File: config.mk
export PLATFORM = sky130hd
export DESIGN_NAME = spi_flash_reader
export DESIGN_NICKNAME = d
export VERILOG_FILES = /design/src/rtl/spi_flash_reader.sv
export SDC_FILE = /design/constraint.sdc
export NUM_CORES = 1
export LEC_CHECK = 0
export ABC_AREA = 1
export ABC_CLOCK_PERIOD_IN_PS = 2130
export CAP_MARGIN = 20
export CORE_AREA = 2 2 100 102
export DETAILED_ROUTE_END_ITERATION = 7
export DIE_AREA = 0 0 102 104
export PLACE_DENSITY = 0.62
export SLEW_MARGIN = 20
export SYNTH_ARGS = -nofsm -noshare
export SYNTH_HDL_FRONTEND = slang
export SYNTH_SLANG_ARGS = --single-unit
File: constraint.sdc
create_clock -name wb_clk_i -period 2.13 [get_ports wb_clk_i]
set_clock_uncertainty 0.15 [all_clocks]
set_input_delay 0.426 -clock wb_clk_i [delete_from_list [all_inputs] [get_ports wb_clk_i]]
set_output_delay 0.426 -clock wb_clk_i [all_outputs]
set_load 0.1 [all_outputs]
File: src/rtl/spi_flash_reader.sv
// spi_flash_reader: streams bytes from a SPI flash through a Wishbone SPI core.
// Ports:
//   wb_clk_i, wb_rst_i      clock and synchronous active-high reset
//   start, addr, len        read request; addr/len captured when start is accepted
//   busy, done              sequence in progress / one-cycle completion pulse
//   out_data, out_valid,    received byte stream with valid/ready handshake
//   out_ready
//   m_dat_o, m_sel_o,       Wishbone master toward the SPI core:
//   m_we_o, m_stb_o,        [15:8] slave select (lane 1), [7:0] tx byte (lane 0)
//   m_cyc_o, m_dat_i,
//   m_ack_i
module spi_flash_reader #(
    parameter logic [7:0] SS_ACT  = 8'hFE,
    parameter logic [7:0] SS_IDLE = 8'hFF,
    parameter logic [7:0] RD_CMD  = 8'h03
) (
    input  logic        wb_clk_i,
    input  logic        wb_rst_i,
    input  logic        start,
    input  logic [23:0] addr,
    input  logic [15:0] len,
    output logic        busy,
    output logic        done,
    output logic [7:0]  out_data,
    output logic        out_valid,
    input  logic        out_ready,
    output logic [15:0] m_dat_o,
    input  logic [7:0]  m_dat_i,
    output logic        m_we_o,
    output logic [1:0]  m_sel_o,
    output logic        m_stb_o,
    output logic        m_cyc_o,
    input  logic        m_ack_i
);
    typedef enum logic [3:0] {IDLE, CMD, A2, A1, A0, DATA, WAIT_OUT, DESEL, FIN} state_t;
    state_t      state;
    logic [23:0] addr_r;
    logic [15:0] cnt;
    logic        ack;
    // Acks are only honoured while a transfer is actually requested.
    assign ack     = m_stb_o && m_ack_i;
    assign m_cyc_o = m_stb_o;
    assign m_we_o  = m_stb_o;
    always_ff @(posedge wb_clk_i) begin
        if (wb_rst_i) begin
            state     <= IDLE;
            addr_r    <= '0;
            cnt       <= '0;
            busy      <= 1'b0;
            done      <= 1'b0;
            out_data  <= 8'h00;
            out_valid <= 1'b0;
            m_stb_o   <= 1'b0;
            m_sel_o   <= 2'b00;
            m_dat_o   <= 16'h0000;
        end else begin
            done <= 1'b0;
            if (out_valid && out_ready)
                out_valid <= 1'b0;
            // Dropping stb on ack guarantees an idle cycle before the next
            // transfer, since each state only raises stb while stb is low.
            if (ack)
                m_stb_o <= 1'b0;
            case (state)
                IDLE: begin
                    if (start && len != 16'd0) begin
                        addr_r <= addr;
                        cnt    <= len;
                        busy   <= 1'b1;
                        state  <= CMD;
                    end else if (start) begin
                        done <= 1'b1;
                    end
                end
                CMD: begin
                    if (!m_stb_o) begin
                        m_stb_o <= 1'b1;
                        m_sel_o <= 2'b11;
                        m_dat_o <= {SS_ACT, RD_CMD};
                    end else if (m_ack_i) begin
                        state <= A2;
                    end
                end
                A2: begin
                    if (!m_stb_o) begin
                        m_stb_o <= 1'b1;
                        m_sel_o <= 2'b01;
                        m_dat_o <= {SS_ACT, addr_r[23:16]};
                    end else if (m_ack_i) begin
                        state <= A1;
                    end
                end
                A1: begin
                    if (!m_stb_o) begin
                        m_stb_o <= 1'b1;
                        m_sel_o <= 2'b01;
                        m_dat_o <= {SS_ACT, addr_r[15:8]};
                    end else if (m_ack_i) begin
                        state <= A0;
                    end
                end
                A0: begin
                    if (!m_stb_o) begin
                        m_stb_o <= 1'b1;
                        m_sel_o <= 2'b01;
                        m_dat_o <= {SS_ACT, addr_r[7:0]};
                    end else if (m_ack_i) begin
                        state <= DATA;
                    end
                end
                DATA: begin
                    // A new byte is only fetched once the previous one is gone,
                    // so the output register can never be overwritten.
                    if (!m_stb_o && !out_valid) begin
                        m_stb_o <= 1'b1;
                        m_sel_o <= 2'b01;
                        m_dat_o <= {SS_ACT, 8'hFF};
                    end else if (ack) begin
                        out_data  <= m_dat_i;
                        out_valid <= 1'b1;
                        cnt       <= cnt - 16'd1;
                        state     <= (cnt == 16'd1) ? DESEL : WAIT_OUT;
                    end
                end
                WAIT_OUT: begin
                    if (!out_valid || out_ready)
                        state <= DATA;
                end
                DESEL: begin
                    if (!m_stb_o) begin
                        m_stb_o <= 1'b1;
                        m_sel_o <= 2'b10;
                        m_dat_o <= {SS_IDLE, 8'hFF};
                    end else if (m_ack_i) begin
                        done  <= 1'b1;
                        busy  <= 1'b0;
                        state <= FIN;
                    end
                end
                FIN: state <= IDLE;
                default: state <= IDLE;
            endcase
        end
    end
endmodule

; ---- Word-level counts from Yosys, hierarchy flattened
; Index checks and enable logic that the tools add are counted.
[totals]
register_bits = 74
inputBits = 53
output_inout_bits = 32
word_cells = 112
[op_classes]
n_addsub = 1
eq_ne = 29
mux = 49
n_bitwise = 1
n_reduce_logical = 22
[ops]
columns = op, n
row1 = $mux W16, 9
row2 = $pmux W16 S6, 1
row3 = $mux W4, 14
row4 = $ne A2 B2 Y1 const B, 21
row5 = $pmux W16 S2, 1
row6 = $pmux W4 S8, 1
row7 = $eq A16 B1 Y1 const B, 1
row8 = $eq A4 B3 Y1 const B, 4
row9 = $reduce_bool A16 Y1, 1
row10 = $sub A16 B1 Y16 const B, 1
row11 = $mux W1, 15
row12 = $reduce_and A14 Y1, 1
row13 = $eq A4 B2 Y1 const B, 2
row14 = $mux W2, 4
row15 = $pmux W2 S4, 1
row16 = $reduce_and A4 Y1, 2
row17 = $reduce_and A7 Y1, 1
row18 = $pmux W1 S2, 3
row19 = $reduce_bool A6 Y1, 1
row20 = $reduce_and A5 Y1, 1
row21 = $reduce_or A5 Y1, 1
row22 = $eq A4 B1 Y1 const B, 1
row23 = $logic_and A1 B1 Y1, 4
row24 = $logic_not A4 Y1, 1
row25 = other kinds (8), 10

; ---- Longest topological paths before layout
; Gate-level depths: netlist of run 1.
[depth]
ltp_word = 5
ltp_mapped = 11
mapped_depth_nobuf = 10

; ---- Worst setup path before layout of run 1
; Ideal clock, no wire load.
[synth_timing]
kind = register to register
from = reg m_stb_o (netlist: m_cyc_o)
to = reg cnt[11]
setup_ns = 0.114
t_arrival_ns = 1.992
required_time_ns = 1.866
path_slack_ns = -0.125
path_stages_with_launch = 9
n_path_buf = 1
synth_period_minus_slack_ns = 2.255
path_cell_list = dfxtp_1 > nand2_1 > inv_1 > nor2_1 > a21oi_4 > nand2_4 > buf_4 > a21oi_1 > nor2_1
[synth_between]
elab_chain_len = 4
elab_cells_between_ends = 6
cone_classes = eq/ne (2) / reduce/logical (4)
[synth_rtl]
columns = element, line_no
row1 = start: declaration, 31  ; output logic m_stb_o,
row2 = start signal: assignment, 53  ; m_stb_o <= 1'b0;
row3 = start signal: assignment, 63  ; m_stb_o <= 1'b0;
row4 = start signal: assignment, 77  ; m_stb_o <= 1'b1;
row5 = $logic_not A1 Y1, -
row6 = $logic_and A1 B1 Y1, 114  ; if (!m_stb_o && !out_valid) begin
row7 = $ne A2 B2 Y1 (no line), -
row8 = $reduce_and A4 Y1 (no line) (*), -
row9 = end signal: assignment, 68  ; cnt <= len;
row10 = end signal: assignment, 121  ; cnt <= cnt - 16'd1;
row11 = end: declaration, 38  ; logic [15:0] cnt;
; Mark *: on every way between the ends. The rest lies on a longest branch, timed or not.
; A chain may end at the register's enable or synchronous reset.

; ---- Worst setup path after layout of run 1
[layout_timing]
from = reg cnt[0]
to = reg cnt[10]
[layout_between]
elab_chain_len = 4
[layout_rtl]
columns = element, line_no
row1 = $sub A16 B1 Y16, 121
row2 = $mux W16, 118  ; end else if (ack) begin
row3 = $mux W16, 114
row4 = $pmux W16 S2, 64  ; case (state)
; No other way between the ends. The select of a mux whose other input is x is not followed.

==> results of run 1 <==
## synth_stat cells
master	instances	area, um2
nand2_1	117	439
nor2_1	105	394
dfxtp_1	68	1360
inv_1	51	191
nand3_1	47	235
o21ai_0	44	220
a21oi_1	41	205
buf_4	10	75.1
clkbuf_1	10	37.5
nand4_1	8	50.1
buf_2	6	30.0
nand2_2	5	31.3
or2_2	3	18.8
ha_1	2	25.0
nand2_4	2	22.5
nor2_2	2	12.5
nor2_4	2	22.5
nor3_1	2	10.0
o211ai_1	2	15.0
o22ai_1	2	12.5
xor2_1	2	17.5
a21boi_4	1	18.8
a21oi_4	1	16.3
a31oi_1	1	6.26
and3_1	1	6.26
buf_6	1	11.3
inv_4	1	6.26
o21ai_2	1	8.76
o21bai_1	1	7.51
xnor2_1	1	8.76
## layout make-up
cell class              count  area [um2]
multi-input cells         393        1800
repair buffers             98        1030
flip-flops and latches     68        1360
clock inverters             2        10.0
well taps                 133         166
inverters                  52         198
clock buffers              13         159
fillers                  1013        4820
## cell families (layout without fill, tap and decap cells)
group	after synthesis	in the layout	share of synthesized area, %
adders and majority gates	2	2	0.711
buffers and inverters	79	165	10.0
DFF	68	68	38.7
xor gates and xnor gates	3	3	0.747
and+or+nand+nor	294	294	35.3
AOI/OAI and AO/OA	94	94	14.5
## per-layer routing
metal  GRT usage, %  up-vias  share of wire (%)
met3           4.37       11                4.2
li1               -     1886                  -
met2           33.7       77                 51
met5              0        -                  0
met4           5.52        0                1.4
met1           21.2     1635                 43
## report_power, final
group	switching, mW	internal (mW)	total, mW
combinational	3.02	1.38	4.40
sequential	0.254	1.65	1.90
clock	0.463	0.477	0.940
total	3.73	3.51	7.24
## worst max-delay path: stages, from the launching register on
cell and delay [ns]:
dfxtp_1 0.34, inv_1 0.10, ha_1 0.19, nand2_1 0.08, nor2_1 0.40, nand2_1 0.14, nand2_1 0.09, nand2_1 0.04
o21ai_0 0.15, nor2_1 0.06, nor2_1 0.09
## path summary, 6_finish.rpt
check | depth (start not counted) | from | end | slack (ns)
worst max-delay path | 10 | cnt[0] | cnt[10] | 0.22
worst min register to register | 2 | addr_r[6] | addr_r[6] | 0.31
worst min-delay path | 2 | addr_r[6] | addr_r[6] | 0.31
worst max register to register | 10 | cnt[0] | cnt[10] | 0.22
## per-stage QoR
stage | instance area [um2] | hold WS [ns]
finish | 4730 | 0.306
global placement | 4560 | 0.287
global route | 4730 | 0.325
CTS | 4730 | 0.306
floorplan | 3520 | 0.275
detailed placement | 4560 | 0.295
## registers in the layout, indices dropped and copies added (netlist names)
name / flops
addr_r: 24
busy: 1
cnt: 16
done: 1
m_cyc_o: 1
m_dat_o: 10
m_sel_o: 2
out_data: 8
out_valid: 1
state: 4
==> reports/metrics.cfg, run 1 <==
[detailed_routing]
route.detailed.drc=0
drt_first_pass_iters=4
antenna_left=0
routed_via_density=4.75
finalWirelength_um=9420
vias=3609
wl_per_cell_um=12.4
first_iter_violations=99

[floorplanning]
design.core.area_mm2=0.00955
die_h_um=104
dieArea_mm2=0.0106
dieWidth_um=102
initial_core_util_pct=36.8
io_pins=85
rows=36

[worst_setup_path]
crit_path_end_kind=flop
criticalPathCategory=flop to flop
start_kind=flop
worst-path-max-fanout=6
arrival_ns=2.03
required_ns=2.26

[sta]
tns_ns=0
min_period_over_period_pct=89.5
setup_ws_ns=0.223
slew_viol_final=0
slew_headroom_pct=67.5
period_minus_slack_ns=1.91
rsz0062_at_grt=false
worst_pin_slew_ns=0.485
fmax_mhz=524
hold_violations=0
setup_violations=0

[yosys]
syn_area_mm2=0.00352
synthCells=540
synth_seq_cells=68
ys_warn_count=0
syn_nets=595
synth_cell_types=30
ys_seq_area_share_pct=38.7
avgSynthCellArea_um2=6.51

[global_routing]
grt_overflow=0
grtUsageTotal_pct=18.6
grt_max_degree=49
grt_pass1_wl_um=15900
antenna_found_initial=0
grt_pass1_vias=3545

[place]
io_buffer_count=84
dp.cells=744
dp_slack_ns=-0.106
gp_congestion=0.852
hpwlAfterDp_um=7020

[finish]
final_common_cell=nand2_1
area_delta_synth_final_pct=34.4
most-common-layout-cells=nand2_1, nor2_1, dfxtp_1
finalNetCount=677
diodes=0
fin_cells=759
drive_above_1_share_pct=12.5
final_core_util_pct=49.5

[pwr]
p_leak_nw=2.07
totalPowerFinal_mw=7.24
irDropWorstVdd_v=0.000774
power.density_mw_per_mm2=1530

[clock_tree]
clk_root_buffer_cell=clkbuf_8
cts_sinks=68
htreeDepth=3
cts_buffer_depth=2
cts_resized=0
cts_made_buffers=9
cts_tree=yes
postCtsHoldBufs=0
clk_pin_slew_ns=0.07
clk_latency_ns=0.34
cts_setup_buffers=0

[run_status]
status=finished clean

[flow_run]
max_cap_viol_count=0

[hold_path]
hold_class=flop to flop

(Power assumes the default switching activity.)
==> run 2: changes to the inputs <==
==> constraint.sdc (replaced) <==
create_clock -name wb_clk_i -period 2.13 [get_ports wb_clk_i]
set_clock_uncertainty 0.15 [all_clocks]
set_input_delay 0.639 -clock wb_clk_i [delete_from_list [all_inputs] [get_ports wb_clk_i]]
set_output_delay 0.639 -clock wb_clk_i [all_outputs]
set_load 0.1 [all_outputs]
==> reports/metrics.cfg, run 2 (synthesis gave the netlist of run 1 again) <==
[sta]
setup_violations=0  ; unchanged
hold_violations=0  ; unchanged
holdWs_ns=0.302  ; was 0.306 ns
rsz0062_at_grt=true  ; was false
slew_viol_final=0  ; unchanged
slew_headroom_pct=67.3  ; was 67.5%
min_period_over_period_pct=95.5  ; was 89.5%
period_minus_slack_ns=2.03  ; was 1.91 ns
worst_pin_slew_ns=0.489  ; was 0.485 ns
fmax_mhz=491  ; was 524 MHz
tns_ns=0  ; unchanged

[clock_tree]
clk_latency_ns=0.34  ; about the same
cts_resized=0  ; unchanged
cts_tree=yes  ; unchanged
postCtsHoldBufs=0  ; unchanged
clk_root_buffer_cell=clkbuf_8  ; unchanged
cts_sinks=68  ; unchanged
cts_made_buffers=9  ; unchanged
cts_buffer_depth=2  ; unchanged
clk_pin_slew_ns=0.08  ; was 0.07 ns
htreeDepth=3  ; unchanged
cts_setup_buffers=0  ; unchanged

[floorplanning]
io_pins=85  ; unchanged
rows=36  ; unchanged
die_h_um=104  ; unchanged
dieWidth_um=102  ; unchanged
dieArea_mm2=0.0106  ; unchanged
initial_core_util_pct=36.8  ; unchanged
design.core.area_mm2=0.00955  ; unchanged

[global_routing]
grtUsageTotal_pct=18.8  ; was 18.6%
grt_pass1_vias=3624  ; was 3545
grt_overflow=0  ; unchanged
grt_pass1_wl_um=16100  ; was 15900 um
grt_max_degree=49  ; unchanged
antenna_found_initial=0  ; unchanged

[finish]
final_core_util_pct=54.4  ; was 49.5%
largestRegisters=addr_r (24), cnt (16), m_dat_o (10)  ; unchanged
fill_cells=966  ; was 1013
area_delta_synth_final_pct=47.7  ; was 34.4%
most-common-layout-cells=nand2_1, nor2_1, dfxtp_1  ; unchanged
ff_latch_area_mm2=0.00136  ; about the same
diodes=0  ; unchanged
multi_input_area_mm2=0.00184  ; was 0.00180 mm2
finalNetCount=692  ; was 677
largest-register=addr_r  ; unchanged
final_common_cell=nand2_1  ; unchanged
drive_above_1_share_pct=15.7  ; was 12.5%
largest_reg_flops=24  ; unchanged

[detailed_routing]
routed_via_density=4.78  ; was 4.75
finalWirelength_um=9700  ; was 9420 um
drt_first_pass_iters=4  ; unchanged
route.detailed.drc=0  ; unchanged
wl_per_cell_um=12.5  ; was 12.4 um
first_iter_violations=164  ; was 99
antenna_left=0  ; unchanged
vias=3704  ; was 3609

[worst_setup_path]
reg2reg_depth=8  ; was 10
crit_chain=clkdlybuf4s50_1 > nor2_1 > nand2_1 > nor2_2 > nand2_1 > nand3_2 > buf_12 > buf_4 > o21ai_0 > nor2_1  ; was inv_1 > ha_1 > nand2_1 > nor2_1 > nand2_1 > nand2_1 > nand2_1 > o21ai_0 > nor2_1 > nor2_1
worst-path-max-fanout=17  ; was 6
criticalPathCategory=primary input to flop  ; was flop to flop
cp_top_family=buffers and inverters  ; was simple AND/OR/NAND/NOR gates
required_ns=2.22  ; was 2.26 ns
arrival_ns=2.12  ; was 2.03 ns
start_kind=primary input  ; was flop
crit_buf_inv=3  ; was 1
crit_cells=10  ; unchanged
cp_slowest_cell=clkdlybuf4s50_1  ; was nor2_1
cp_slowest_stage_delay_ns=0.49  ; was 0.40 ns
crit_path_end_kind=flop  ; unchanged

[pwr]
totalPowerFinal_mw=7.81  ; was 7.24 mW
irDropWorstVdd_v=0.00101  ; was 0.000774 V
p_int_mw=3.92  ; was 3.51 mW
p_leak_nw=2.24  ; was 2.07 nW
switching_power_mw=3.89  ; was 3.73 mW
seq_power_share_pct=25.6  ; was 26.3%
combPwrFrac_pct=59.5  ; was 60.7%
swShare_pct=49.8  ; was 51.6%
p_clk_share_pct=14.9  ; was 13.0%
power.density_mw_per_mm2=1500  ; was 1530 mW/mm2

[hold_path]
holdPathStages=2  ; unchanged
hold_class=flop to flop  ; unchanged

[place]
gp_congestion=0.854  ; was 0.852
hpwlAfterDp_um=7150  ; was 7020 um
io_buffer_count=84  ; unchanged

[flow_run]
max_cap_viol_count=0  ; unchanged

[run_status]
status=finished clean  ; unchanged

==> run 2: cell types whose count changed in the layout (fill, tap and decap cells not counted), moves of 2 or more <==
cell and change:
buf_4 -8, nor2_2 +2, clkbuf_1 -2, nand3_1 -2
buf_12 +21, clkbuf_8 -2, nand3_2 +2, bufinv_16 +2
nor2_1 -2
==> run 2: layer usage <==
metal,vias to the layer above,track usage (%),share of wire (%)
met5,-,0,0
met4,0,6.00,1.5
met3,15,3.29,4.5
met2,84,34.0,51
met1,1685,21.9,43
li1,1920,-,-
==> run 2: final timing paths <==
kind | start | to | slack, ns
setup / recovery | len[15] | addr_r[11] | 0.1
hold / removal | addr_r[0] | addr_r[0] | 0.30
setup reg to reg | state[3] | addr_r[11] | 0.16
hold reg to reg | addr_r[0] | addr_r[0] | 0.30
==> run 2: area by class of cell <==
cell class / instances / area share [%]
well taps: 133 / 3.20
repair buffers: 112 / 27.2
inverters: 52 / 3.80
clock inverters: 7 / 1.76
flip-flops and latches: 68 / 26.2
multi-input cells: 394 / 35.4
clock buffers: 9 / 2.38
==> run 2: worst min-delay path: stages (launching register included) <==
cell     delay [ns]
dfxtp_1        0.30
inv_1          0.06
a21oi_1        0.06
==> run 2: per-stage QoR <==
step	setup WS [ns]	instances	cell area [um2]
after floorplan	0.0964	540	3520
after global placement	-0.231	757	4920
after detailed placement	-0.284	757	4920
after CTS	0.0726	773	5140
after global routing	-0.00928	775	5200
final	0.0954	775	5200
==> run 2: power by group through the flow <==
stage | clock network [mW] | registers [mW] | logic (mW)
6_report | 1.16 | 2.00 | 4.65
5_1_grt | 1.25 | 2.05 | 5.09
3_5_place_dp | 0 | 2.03 | 4.53
3_3_place_gp | 0 | 2.01 | 4.45
4_1_cts | 1.19 | 2.00 | 4.54
2_1_floorplan | 0 | 2.53 | 2.66
